File: src/rtl/lcd_nibble_receiver_pkg.sv
// Shared types and constants for the HD44780-style 4-bit bus receiver.
// Holds the FSM encoding, command opcodes/masks, DDRAM line bases and wrap limits.
package lcd_nibble_receiver_pkg;

   typedef enum logic [1:0] {
      ST_MODE8    = 2'd0,
      ST_MODE4_HI = 2'd1,
      ST_MODE4_LO = 2'd2
   } lcd_state_e;

   localparam logic [7:0] CMD_CLEAR      = 8'h01;
   localparam logic [7:0] CMD_HOME       = 8'h02;
   localparam logic [7:0] CMD_HOME_MASK  = 8'hFE;
   localparam logic [7:0] CMD_ENTRY      = 8'h04;
   localparam logic [7:0] CMD_ENTRY_MASK = 8'hFC;
   localparam logic [7:0] CMD_SET_ADDR   = 8'h80;

   // High nibble of a function set with DL=0 (switch to 4-bit bus).
   localparam logic [3:0] FSET_DL0_NIB   = 4'h2;

   localparam logic [6:0] LINE0_BASE     = 7'h00;
   localparam logic [6:0] LINE1_BASE     = 7'h40;
   localparam logic [6:0] LINE0_WRAP     = 7'h27;
   localparam logic [6:0] LINE1_WRAP     = 7'h67;

   localparam logic [7:0] BLANK_CHAR     = 8'h20;

   function automatic logic is_cmd(input logic [7:0] b, input logic [7:0] mask,
                                   input logic [7:0] code);
      return (b & mask) == code;
   endfunction

endpackage

File: src/rtl/lcd_nibble_receiver_if.sv
// LCD bus plus receiver outputs. The host drives LCDE/LCDRS/LCDRW/LCDDAT (no ready:
// a nibble is transferred on every qualified LCDE fall); the receiver drives the rest.
interface lcd_nibble_receiver_if #(
   parameter int LINE_LEN = 16
);
   import lcd_nibble_receiver_pkg::*;

   localparam int AW = $clog2(2 * LINE_LEN);

   logic          LCDE;
   logic          LCDRS;
   logic          LCDRW;
   logic [3:0]    LCDDAT;
   logic [3:0]    rd_data;
   logic          rd_oe;
   logic          byte_valid;
   logic          byte_rs;
   logic [7:0]    byte_data;
   logic [6:0]    cursor;
   logic          buf_we;
   logic [AW-1:0] buf_addr;
   logic [7:0]    buf_data;
   logic          busy;
   logic          overrun;
   lcd_state_e    dbg_state;

   modport master (
      output LCDE, LCDRS, LCDRW, LCDDAT,
      input  rd_data, rd_oe, byte_valid, byte_rs, byte_data, cursor,
             buf_we, buf_addr, buf_data, busy, overrun, dbg_state
   );

   modport slave (
      input  LCDE, LCDRS, LCDRW, LCDDAT,
      output rd_data, rd_oe, byte_valid, byte_rs, byte_data, cursor,
             buf_we, buf_addr, buf_data, busy, overrun, dbg_state
   );

endinterface

File: src/rtl/lcd_nibble_receiver_addr_map.sv
// Combinational DDRAM cursor helper: visible-window lookup into the 2-line shadow
// buffer and next cursor value for increment/decrement with two-line wrap.
module lcd_nibble_receiver_addr_map
   import lcd_nibble_receiver_pkg::*;
#(
   parameter int LINE_LEN = 16
) (
   input  logic [6:0]                      cursor,
   input  logic                            inc,
   output logic                            in_window,
   output logic [$clog2(2*LINE_LEN)-1:0]   buf_idx,
   output logic [6:0]                      next_cursor
);

   localparam int AW = $clog2(2 * LINE_LEN);

   logic [6:0] off0;
   logic [6:0] off1;

   // Offsets wrap below the line base, so a single unsigned compare checks the window.
   assign off0 = cursor - LINE0_BASE;
   assign off1 = cursor - LINE1_BASE;

   always_comb begin
      in_window = 1'b0;
      buf_idx   = '0;
      if (off0 < 7'(LINE_LEN)) begin
         in_window = 1'b1;
         buf_idx   = AW'(off0);
      end else if (off1 < 7'(LINE_LEN)) begin
         in_window = 1'b1;
         buf_idx   = AW'(LINE_LEN) + AW'(off1);
      end
   end

   always_comb begin
      next_cursor = cursor;
      if (inc) begin
         if (cursor == LINE0_WRAP)      next_cursor = LINE1_BASE;
         else if (cursor == LINE1_WRAP) next_cursor = LINE0_BASE;
         else                           next_cursor = cursor + 7'd1;
      end else begin
         if (cursor == LINE0_BASE)      next_cursor = LINE1_WRAP;
         else if (cursor == LINE1_BASE) next_cursor = LINE0_WRAP;
         else                           next_cursor = cursor - 7'd1;
      end
   end

endmodule

File: src/rtl/lcd_nibble_receiver.sv
// Responder for an HD44780-style 4-bit LCD bus: syncs the pins, qualifies LCDE falls,
// walks the 8-bit to 4-bit init, rebuilds bytes, tracks the cursor and clears the buffer.
module lcd_nibble_receiver
   import lcd_nibble_receiver_pkg::*;
#(
   parameter int MIN_E_HIGH = 2,
   parameter int LINE_LEN   = 16
) (
   input  logic                  CCLK,
   input  logic                  rst,
   lcd_nibble_receiver_if.slave  bus
);

   localparam int AW = $clog2(2 * LINE_LEN);
   localparam int CW = $clog2(2 * LINE_LEN + 1);
   localparam int HW = $clog2(MIN_E_HIGH + 1);
   localparam logic [CW-1:0] SWEEP_LEN = CW'(2 * LINE_LEN);
   localparam logic [HW-1:0] E_MIN     = HW'(MIN_E_HIGH);

   logic [6:0]    s1_d, s1_q, s2_d, s2_q;
   logic          e_prev_d, e_prev_q;
   logic [HW-1:0] hi_cnt_d, hi_cnt_q;
   lcd_state_e    state_d, state_q;
   logic [3:0]    hi_nib_d, hi_nib_q;
   logic [6:0]    cursor_d, cursor_q;
   logic          inc_d, inc_q;
   logic          busy_d, busy_q;
   logic          overrun_d, overrun_q;
   logic [CW-1:0] cnt_d, cnt_q;
   logic          byte_valid_d, byte_valid_q;
   logic          byte_rs_d, byte_rs_q;
   logic [7:0]    byte_data_d, byte_data_q;
   logic          buf_we_d, buf_we_q;
   logic [AW-1:0] buf_addr_d, buf_addr_q;
   logic [7:0]    buf_data_d, buf_data_q;

   logic          e_s, rs_s, rw_s;
   logic [3:0]    dat_s;
   logic          fall;
   logic          emit;
   logic [7:0]    emit_byte;
   logic          in_window;
   logic [AW-1:0] map_idx;
   logic [6:0]    next_cursor;

   assign e_s   = s2_q[6];
   assign rs_s  = s2_q[5];
   assign rw_s  = s2_q[4];
   assign dat_s = s2_q[3:0];

   lcd_nibble_receiver_addr_map #(.LINE_LEN(LINE_LEN)) u_addr_map (
      .cursor      (cursor_q),
      .inc         (inc_q),
      .in_window   (in_window),
      .buf_idx     (map_idx),
      .next_cursor (next_cursor)
   );

   always_comb begin
      s1_d     = {bus.LCDE, bus.LCDRS, bus.LCDRW, bus.LCDDAT};
      s2_d     = s1_q;
      e_prev_d = e_s;
      hi_cnt_d = '0;
      if (e_s) hi_cnt_d = (hi_cnt_q == E_MIN) ? hi_cnt_q : hi_cnt_q + HW'(1);
   end

   // A fall only counts if synced E was high for at least MIN_E_HIGH cycles.
   assign fall = e_prev_q && !e_s && (hi_cnt_q >= E_MIN);

   always_comb begin
      state_d      = state_q;
      hi_nib_d     = hi_nib_q;
      cursor_d     = cursor_q;
      inc_d        = inc_q;
      busy_d       = busy_q;
      overrun_d    = overrun_q;
      cnt_d        = cnt_q;
      byte_valid_d = 1'b0;
      byte_rs_d    = byte_rs_q;
      byte_data_d  = byte_data_q;
      buf_we_d     = 1'b0;
      buf_addr_d   = buf_addr_q;
      buf_data_d   = buf_data_q;
      emit         = 1'b0;
      emit_byte    = 8'h00;

      if (busy_q) begin
         // Sweep owns the write port; strobes are dropped without touching the phase.
         if (cnt_q == SWEEP_LEN) begin
            busy_d = 1'b0;
         end else begin
            buf_we_d   = 1'b1;
            buf_addr_d = cnt_q[AW-1:0];
            buf_data_d = BLANK_CHAR;
            cnt_d      = cnt_q + CW'(1);
         end
         if (fall) overrun_d = 1'b1;
      end else if (fall) begin
         if (rw_s) begin
            if (state_q == ST_MODE4_HI)      state_d = ST_MODE4_LO;
            else if (state_q == ST_MODE4_LO) state_d = ST_MODE4_HI;
         end else begin
            case (state_q)
               ST_MODE8: begin
                  emit      = 1'b1;
                  emit_byte = {dat_s, 4'h0};
                  if (!rs_s && dat_s == FSET_DL0_NIB) state_d = ST_MODE4_HI;
               end
               ST_MODE4_HI: begin
                  hi_nib_d = dat_s;
                  state_d  = ST_MODE4_LO;
               end
               ST_MODE4_LO: begin
                  emit      = 1'b1;
                  emit_byte = {hi_nib_q, dat_s};
                  state_d   = ST_MODE4_HI;
               end
               default: state_d = ST_MODE8;
            endcase
         end
      end

      if (emit) begin
         byte_valid_d = 1'b1;
         byte_rs_d    = rs_s;
         byte_data_d  = emit_byte;
         if (rs_s) begin
            if (in_window) begin
               buf_we_d   = 1'b1;
               buf_addr_d = map_idx;
               buf_data_d = emit_byte;
            end
            cursor_d = next_cursor;
         end else if (emit_byte == CMD_CLEAR) begin
            // First blank goes out alongside byte_valid; the counter issues the rest.
            cursor_d   = LINE0_BASE;
            inc_d      = 1'b1;
            busy_d     = 1'b1;
            cnt_d      = CW'(1);
            buf_we_d   = 1'b1;
            buf_addr_d = '0;
            buf_data_d = BLANK_CHAR;
         end else if (is_cmd(emit_byte, CMD_HOME_MASK, CMD_HOME)) begin
            cursor_d = LINE0_BASE;
         end else if (is_cmd(emit_byte, CMD_ENTRY_MASK, CMD_ENTRY)) begin
            inc_d = emit_byte[1];
         end else if (is_cmd(emit_byte, CMD_SET_ADDR, CMD_SET_ADDR)) begin
            cursor_d = emit_byte[6:0];
         end
      end
   end

   always_ff @(posedge CCLK) begin
      if (rst) begin
         s1_q         <= '0;
         s2_q         <= '0;
         e_prev_q     <= 1'b0;
         hi_cnt_q     <= '0;
         state_q      <= ST_MODE8;
         hi_nib_q     <= 4'h0;
         cursor_q     <= 7'h00;
         inc_q        <= 1'b1;
         busy_q       <= 1'b0;
         overrun_q    <= 1'b0;
         cnt_q        <= '0;
         byte_valid_q <= 1'b0;
         byte_rs_q    <= 1'b0;
         byte_data_q  <= 8'h00;
         buf_we_q     <= 1'b0;
         buf_addr_q   <= '0;
         buf_data_q   <= 8'h00;
      end else begin
         s1_q         <= s1_d;
         s2_q         <= s2_d;
         e_prev_q     <= e_prev_d;
         hi_cnt_q     <= hi_cnt_d;
         state_q      <= state_d;
         hi_nib_q     <= hi_nib_d;
         cursor_q     <= cursor_d;
         inc_q        <= inc_d;
         busy_q       <= busy_d;
         overrun_q    <= overrun_d;
         cnt_q        <= cnt_d;
         byte_valid_q <= byte_valid_d;
         byte_rs_q    <= byte_rs_d;
         byte_data_q  <= byte_data_d;
         buf_we_q     <= buf_we_d;
         buf_addr_q   <= buf_addr_d;
         buf_data_q   <= buf_data_d;
      end
   end

   assign bus.rd_oe      = rw_s & e_s;
   assign bus.rd_data    = !(rw_s & e_s)              ? 4'h0 :
                           (state_q == ST_MODE4_LO)   ? cursor_q[3:0] :
                                                        {busy_q, cursor_q[6:4]};
   assign bus.byte_valid = byte_valid_q;
   assign bus.byte_rs    = byte_rs_q;
   assign bus.byte_data  = byte_data_q;
   assign bus.cursor     = cursor_q;
   assign bus.buf_we     = buf_we_q;
   assign bus.buf_addr   = buf_addr_q;
   assign bus.buf_data   = buf_data_q;
   assign bus.busy       = busy_q;
   assign bus.overrun    = overrun_q;
   assign bus.dbg_state  = state_q;

endmodule

File: src/flat_wrapper.sv
// flat-port wrapper written by rule: the top's interface ports become plain ports
module lcd_nibble_receiver_flat import lcd_nibble_receiver_pkg::*;
#(
   parameter int MIN_E_HIGH = 2,
   parameter int LINE_LEN   = 16
)
  (CCLK, rst, bus_LCDE, bus_LCDRS, bus_LCDRW, bus_LCDDAT, bus_rd_data, bus_rd_oe, bus_byte_valid, bus_byte_rs, bus_byte_data, bus_cursor, bus_buf_we, bus_buf_addr, bus_buf_data, bus_busy, bus_overrun, bus_dbg_state);
  lcd_nibble_receiver_if #(.LINE_LEN(LINE_LEN)) bus_i ();
  input  logic CCLK;
  input  logic rst;
  input wire logic [$bits(bus_i.LCDE)-1:0] bus_LCDE;
  input wire logic [$bits(bus_i.LCDRS)-1:0] bus_LCDRS;
  input wire logic [$bits(bus_i.LCDRW)-1:0] bus_LCDRW;
  input wire logic [$bits(bus_i.LCDDAT)-1:0] bus_LCDDAT;
  output wire logic [$bits(bus_i.rd_data)-1:0] bus_rd_data;
  output wire logic [$bits(bus_i.rd_oe)-1:0] bus_rd_oe;
  output wire logic [$bits(bus_i.byte_valid)-1:0] bus_byte_valid;
  output wire logic [$bits(bus_i.byte_rs)-1:0] bus_byte_rs;
  output wire logic [$bits(bus_i.byte_data)-1:0] bus_byte_data;
  output wire logic [$bits(bus_i.cursor)-1:0] bus_cursor;
  output wire logic [$bits(bus_i.buf_we)-1:0] bus_buf_we;
  output wire logic [$bits(bus_i.buf_addr)-1:0] bus_buf_addr;
  output wire logic [$bits(bus_i.buf_data)-1:0] bus_buf_data;
  output wire logic [$bits(bus_i.busy)-1:0] bus_busy;
  output wire logic [$bits(bus_i.overrun)-1:0] bus_overrun;
  output wire logic [$bits(bus_i.dbg_state)-1:0] bus_dbg_state;
  assign bus_i.LCDE = bus_LCDE;
  assign bus_i.LCDRS = bus_LCDRS;
  assign bus_i.LCDRW = bus_LCDRW;
  assign bus_i.LCDDAT = bus_LCDDAT;
  assign bus_rd_data = bus_i.rd_data;
  assign bus_rd_oe = bus_i.rd_oe;
  assign bus_byte_valid = bus_i.byte_valid;
  assign bus_byte_rs = bus_i.byte_rs;
  assign bus_byte_data = bus_i.byte_data;
  assign bus_cursor = bus_i.cursor;
  assign bus_buf_we = bus_i.buf_we;
  assign bus_buf_addr = bus_i.buf_addr;
  assign bus_buf_data = bus_i.buf_data;
  assign bus_busy = bus_i.busy;
  assign bus_overrun = bus_i.overrun;
  assign bus_dbg_state = bus_i.dbg_state;
  lcd_nibble_receiver #(.MIN_E_HIGH(MIN_E_HIGH), .LINE_LEN(LINE_LEN)) u_core (.CCLK(CCLK), .rst(rst), .bus(bus_i));
endmodule
File: config.mk
export PLATFORM = sky130hd
export DESIGN_NAME = lcd_nibble_receiver_flat
export DESIGN_NICKNAME = d
export VERILOG_FILES = /design/src/rtl/lcd_nibble_receiver_pkg.sv /design/src/rtl/lcd_nibble_receiver_if.sv /design/src/rtl/lcd_nibble_receiver_addr_map.sv /design/src/rtl/lcd_nibble_receiver.sv /design/src/flat_wrapper.sv
export SDC_FILE = /design/constraint.sdc
export NUM_CORES = 1
export LEC_CHECK = 0
export ABC_CLOCK_PERIOD_IN_PS = 2400
export BUFFER_PORTS_ARGS = -buffer_cell sky130_fd_sc_hd__buf_2
export CAP_MARGIN = 10
export CORE_MARGIN = 3
export CORE_UTILIZATION = 30
export CTS_CLUSTER_DIAMETER = 60
export DETAILED_ROUTE_END_ITERATION = 6
export PLACE_DENSITY = 0.55
export SYNTH_ARGS = -nofsm -noshare
export SYNTH_HDL_FRONTEND = slang
export SYNTH_SLANG_ARGS = --single-unit
File: constraint.sdc
create_clock -name CCLK -period 2.4 [get_ports CCLK]
set_input_delay 0.24 -clock CCLK [delete_from_list [all_inputs] [get_ports CCLK]]
set_output_delay 0.24 -clock CCLK [all_outputs]
set_load 0.05 [all_outputs]
# --- Word level (Yosys, flattened, before mapping) ---
# Cells that the tools add are included.
op_classes:
  add_sub_neg: 6
  order_cmp: 3
  eq_ne: 15
  mux: 58
  bitwise: 5
  reduce_logical: 16
ops:
  columns: ["operator", "n"]
  rows:
  - ["two-way mux 8 bit", 9]
  - ["two-way mux 7 bit", 10]
  - ["two-way mux 5 bit", 8]
  - ["two-way mux 6 bit", 5]
  - ["two-way mux 1 bit", 18]
  - ["one-hot mux 8 bit (2 select lines)", 1]
  - ["== test 7 bit (second input constant)", 2]
  - ["less-than comparator 7 x 5 -> 1 bit (second input constant)", 2]
  - ["AND reduction 4 bit", 3]
  - ["== test 8 x 1 -> 1 bit (second input constant)", 1]
  - ["two-way mux 2 bit", 4]
  - ["two-way mux 4 bit", 2]
  - ["adder 7 x 1 -> 7 bit (second input constant)", 1]
  - ["== test 7 x 1 -> 1 bit (second input constant)", 1]
  - ["== test 7 x 6 -> 1 bit (second input constant)", 1]
  - ["logical NOT 7 bit", 1]
  - ["subtractor 7 x 1 -> 7 bit (second input constant)", 1]
  - ["subtractor 7 bit (second input constant)", 1]
  - ["adder 6 x 1 -> 6 bit (second input constant)", 1]
  - ["== test 6 x 1 -> 1 bit (second input constant)", 1]
  - ["== test 6 bit (second input constant)", 1]
  - ["one-hot mux 2 bit (3 select lines)", 1]
  - ["adder 5 bit (first input constant)", 1]
  - ["== test 2 bit (second input constant)", 2]
  - ["other kinds (18)", 25]
totals:
  ff_bits: 63
  output_inout_bits: 40

# --- Longest topological paths before layout ---
logic_depth:
  ltp_word: 10
  mapped_depth: 8
  depth_no_buf: 7

# --- Hierarchy ---
# A second synthesis with hierarchy kept.
unflattened:
  hier_cells: 382
  hier_area_um2: 3294.4
by_module_without_submodules:
  columns: ["mod", "instances", "cells_each", "area_per_inst_um2"]
  rows:
  - ["lcd_nibble_receiver", 1, 316, 2811.4]
  - ["lcd_nibble_receiver_addr_map", 1, 66, 483.0]

# --- Worst setup path before layout ---
# OpenSTA, ideal clock, no wires.
synth_timing:
  kind: "reg-to-reg"
  start: "register u_core.state_q[0] (netlist: u_core.bus.dbg_state[0])"
  end: "register u_core.cursor_q[0] (netlist: u_core.bus.cursor[0])"
  setup_ns: 0.121
  arrival_time_ns: 2.684
  required_time_ns: 2.279
  slack_ns: -0.404
  path_stages_with_launch: 9
  n_path_buf: 1
  period_less_slack_ns: 2.804
  path_cell_list: "dfxtp_1 -> inv_1 -> ha_1 -> buf_2 -> or2_2 -> nand4_1 -> nor2_1 -> o31ai_1 -> mux2_2"
synth_between:
  elab_chain_len: 10
synth_lines:
  columns: ["item", "line_no", "rtl"]
  rows:
  - ["from (decl)", "lcd_nibble_receiver.sv:23", "lcd_state_e state_d, state_q;"]
  - ["from (signal assigned)", "lcd_nibble_receiver.sv:177", "state_q <= state_d;"]
  - ["branches (longest 10 deep; another with one-hot mux 8 bit (2 select lines))", null, null]
  - ["to (signal assigned)", "lcd_nibble_receiver.sv:179", "cursor_q <= cursor_d;"]
  - ["to (decl)", "lcd_nibble_receiver.sv:25", "logic [6:0] cursor_d, cursor_q;"]
# Several ways; the timed one is not identified. The select of a mux whose other input is x is not followed.
# A chain may end at the register's enable or synchronous reset.

# --- Worst setup path in the final report ---
layout_timing:
  start: "register u_core.state_q[0] (netlist: u_core.bus.dbg_state[0])"
  end: "register u_core.buf_data_q[0] (netlist: u_core.bus.buf_data[0])"
layout_between:
  elab_chain_len: 9
layout_lines:
  columns: ["item", "line_no", "rtl"]
  rows:
  - ["== test 2 bit or logical NOT 2 bit (tied branches)", "lcd_nibble_receiver.sv:103", "case (state_q)"]
  - ["one-hot mux 8 bit (2 select lines)", "lcd_nibble_receiver.sv:103", null]
  - ["two-way mux 8 bit", "lcd_nibble_receiver.sv:99", "if (rw_s) begin"]
  - ["two-way mux 8 bit", "lcd_nibble_receiver.sv:98", "end else if (fall) begin"]
  - ["two-way mux 8 bit", "lcd_nibble_receiver.sv:87", "if (busy_q) begin"]
  - ["== test 8 x 1 -> 1 bit", "lcd_nibble_receiver.sv:134", "end else if (emit_byte == CMD_CLEAR) begin"]
  - ["two-way mux 8 bit", "lcd_nibble_receiver.sv:134", null]
  - ["two-way mux 8 bit", "lcd_nibble_receiver.sv:127", "if (rs_s) begin"]
  - ["two-way mux 8 bit (*)", "lcd_nibble_receiver.sv:123", "if (emit) begin"]
  - ["to (signal assigned)", "lcd_nibble_receiver.sv:189", "buf_data_q <= buf_data_d;"]
  - ["to (decl)", "lcd_nibble_receiver.sv:35", "logic [7:0] buf_data_d, buf_data_q;"]
# Mark *: on every way between the ends. The rest lies on a longest branch, timed or not.

==> impl_results.md <==
* Share of cells above drive strength 1 at 0.2512
* CP endpoint kind: flip-flop
* Run status: finished clean
* Largest net degree at the start of global routing at 26
* Post-route antenna net violation count at 0
* Slew Limit Headroom at 0.6413
* Yosys warns at 0
* Post-route cell area at about 3800 µm²
* Fillers at 1033
* Worst-Margin Slew at roughly 0.53 ns
* Clk Tree Root Cell: clkbuf_8
* Avg WL per Cell at 14.70 µm
* EDFF count, synth at 0
* Post-synthesis mux area share at 0.04555
* Final min period at 2.301 ns
* Seq pwr share at 0.517
* Main combinational cell family by area after synthesis: simple AND/OR/NAND/NOR gates
* Resized cells post-CTS at 0
* TritonCTS buffer count at 9
* Via count at 2852
* Final #Nets at 447
* First-pass GRT wire length at 14.03 mm
* # diodes at 0
* Syn Nets at 387
* Top cells by area, synth: dfxtp_1 41%, nand2_1 4.7%, a21oi_1 4.4%
* DR iter-0 viols at ~130
* Post-layout power at ~2.1 mW
* CTS Hold Buffers Added at 0
* CP Class: flip-flop to flip-flop
* Clock Skew at 0.006254 ns
* Area Overhead vs Synth at 23.74%
* Final setup viols at 0
* Hpwl dp at approximately 6 mm
* DP Cell Count at 551
* Worst-Skew Late Latency at 0.33 ns
* Period utilization at 0.9588
* IO Pins at 49
* Postcts setup bufs at 0
* Synthesized flop and latch total at 63
* Post-Synth Simple-Gate Area at 0.2487
* Clock-pin slew on the worst setup and hold paths at 0.07 ns
* Clk pwr share at 0.444
* Static leakage at 1.580 nW
* Hold Crit Class: input pin to flip-flop
* GRT Util Overall at 0.1522
* Pwr Density at 534.7 nW/µm²
* XOR/XNOR share of the synthesized area at 0.02821
* Vias/cell at a little over 5
* Power Internal at 1.595 mW
* Initial antenna violation count at 0
* Setup total negative slack at 0 ns
* Most common cell in the synthesized netlist: dfxtp_1
* Starting density of the core at 0.3133
* Synth Flop Type: dfxtp_1
* Vias in the first global route at 2772
* First-pass DRT Iterations at 5
* Switching Power at 0.4585 mW
* Mean Syn Cell Area at 8.413 µm²
* Drt drc at 0
* Cells after Synth at 369
* Syn Std Cell Area at a little over 3000 µm²
* Final Hold Fails at 0
* Core Util, Final at 0.3876
* Clock Tree Buf Depth at 2
* Core Region at approximately 10000 µm²
* Sw Share at 0.2233
* DIE HEIGHT at between 100 and 150 µm
* Core Rows at 36
* Critical Path Fanout Max at 6
* Combinational power share at 0.039
* CTS tree: done
* Top post-synthesis cells by count: 63 x dfxtp_1, 39 x nand2_1, 33 x nor2_1, 27 x a21oi_1, 22 x clkbuf_1
* Pins Over Slew Limit at 0
* Worst VDD drop at just over 300 µV
* WL final at 8.333 mm
* PortBufs at 48
* Fmax at about 430 MHz
* GR Overflow Total at 0
* Compound-gate portion of the synthesized area at 0.1862
* Unrepaired setup endpoints after global routing: false
* Placed cell areas at roughly 3600 µm²
* Worst Path Required at 2.63 ns
* Final Non-Filler Cells at 567
* CTS HTree Levels at 3
* Crit path arrival time at around 2.5 ns
* Yosys top cell area share at 0.4063
* GPL Wtd Cong at 0.8258
* Adder-cell area share of the yosys netlist at 0.03628
* Ys async rst share at 0
* Startpoint type of the worst setup path: flip-flop
* Die area at 11600 µm²
* Num Clock Sinks at 63
* Sequential share of the synthesized area at 0.4063
* Yosys top cell by area: dfxtp_1
* Max cap viols at 0
* Die W at ~110 µm
* Netlist cell types at 54
==> through the flow <==
step / hold slack (ns) / setup slack (ns)
finish: 0.1114 / 0.09884
CTS: 0.09443 / 0.08193
global placement: 0.4243 / 0.1380
floorplan: 0.3682 / -0.05591
detailed placement: 0.4204 / 0.09756
global route: 0.1013 / 0.02912
==> worst max-delay path: stages (launching register included) <==
cell and delay (ns):
dfxtp_4 0.35, inv_4 0.08, ha_4 0.13, or4b_4 0.46
or4_4 0.47, o31ai_4 0.34, nor2b_2 0.13, a22o_1 0.24
==> final cells by class <==
| type | instances | area [µm²] | area share |
|---|---|---|---|
| sequential | 63 | 1269 | 0.3303 |
| clock buffer | 11 | 141.4 | 0.03681 |
| multi-input combinational | 268 | 1717 | 0.4469 |
| inverter | 12 | 47.55 | 0.01238 |
| tap | 133 | 166.4 | 0.04332 |
| clock inverter | 5 | 57.56 | 0.01498 |
| timing repair buffer | 75 | 442.9 | 0.1153 |
==> cell families (layout without fill, tap and decap cells) <==
kind of cell / after synthesis / count (layout)
AO/OA/AOI/OAI: 84 / 84
buffers and inverters: 38 / 103
XOR/XNOR: 10 / 10
multiplexers: 14 / 14
adder cells (fa/ha/maj): 9 / 9
flip-flops: 63 / 63
AND/OR/NAND/NOR: 151 / 151
==> layer usage <==
metal | global-route usage | part of all wire
met1 | 0.1996 | 0.47
met2 | 0.2429 | 0.47
met3 | 0.03659 | 0.054
met4 | 0.05500 | 0.012
met5 | 0 | 0
==> state kept, by name, indices dropped and copies added (netlist names), 2 cells and up <==
name,count
u_core.bus.buf_data,8
u_core.bus.byte_data,8
u_core.bus.cursor,7
u_core.s1_q,7
u_core.s2_q,7
u_core.cnt_q,6
u_core.bus.buf_addr,5
u_core.hi_nib_q,4
u_core.bus.dbg_state,2
u_core.hi_cnt_q,2
==> power by group through the flow <==
| stage | logic, mW | registers [mW] | clock network (mW) |
|---|---|---|---|
| 2_1_floorplan | 0.0539 | 1.08 | 0 |
| 3_3_place_gp | 0.0790 | 1.09 | 0 |
| 3_5_place_dp | 0.0802 | 1.09 | 0 |
| 4_1_cts | 0.0803 | 1.06 | 0.943 |
| 5_1_grt | 0.0891 | 1.06 | 0.996 |
| 6_report | 0.0802 | 1.06 | 0.911 |
==> path summary, 6_finish.rpt <==
path / start / end / slack [ns] / cells past startpoint
max: u_core.bus.dbg_state[0]$_SDFFE_PP0P_ / u_core.bus.buf_data[0]$_SDFF_PP0_ / 0.1 / 7
min: bus_LCDDAT[2] / u_core.s1_q[2]$_SDFF_PP0_ / 0.11 / 2
max reg2reg: u_core.bus.dbg_state[0]$_SDFFE_PP0P_ / u_core.bus.buf_data[0]$_SDFF_PP0_ / 0.1 / 7
min reg2reg: u_core.s1_q[0]$_SDFF_PP0_ / u_core.s2_q[0]$_SDFF_PP0_ / 0.44 / 1
==> cells in the final DEF, fill, tap and decap left out, types with 2 or more instances in the layout <==
cell type,n
a22o_1,6
buf_2,48
o31a_1,2
and3_1,2
o311ai_0,3
o41ai_1,3
mux2i_1,13
clkinv_4,2
or4_1,2
dfxtp_1,61
o21ai_0,12
and3b_1,2
dfxtp_4,2
nand3_1,12
nand2_1,39
buf_4,27
nor2b_1,17
nor3_1,9
ha_1,8
or3b_2,2
a211oi_1,2
o211ai_1,2
inv_1,11
or2_2,6
nor2_1,33
nor4_1,4
a22oi_1,10
clkinv_2,2
nand2b_1,9
xnor2_1,4
a21oi_1,27
nand4_1,7
o21a_1,2
clkbuf_8,10
xor2_1,6
Note: power is estimated with default switching activity, not from simulation.
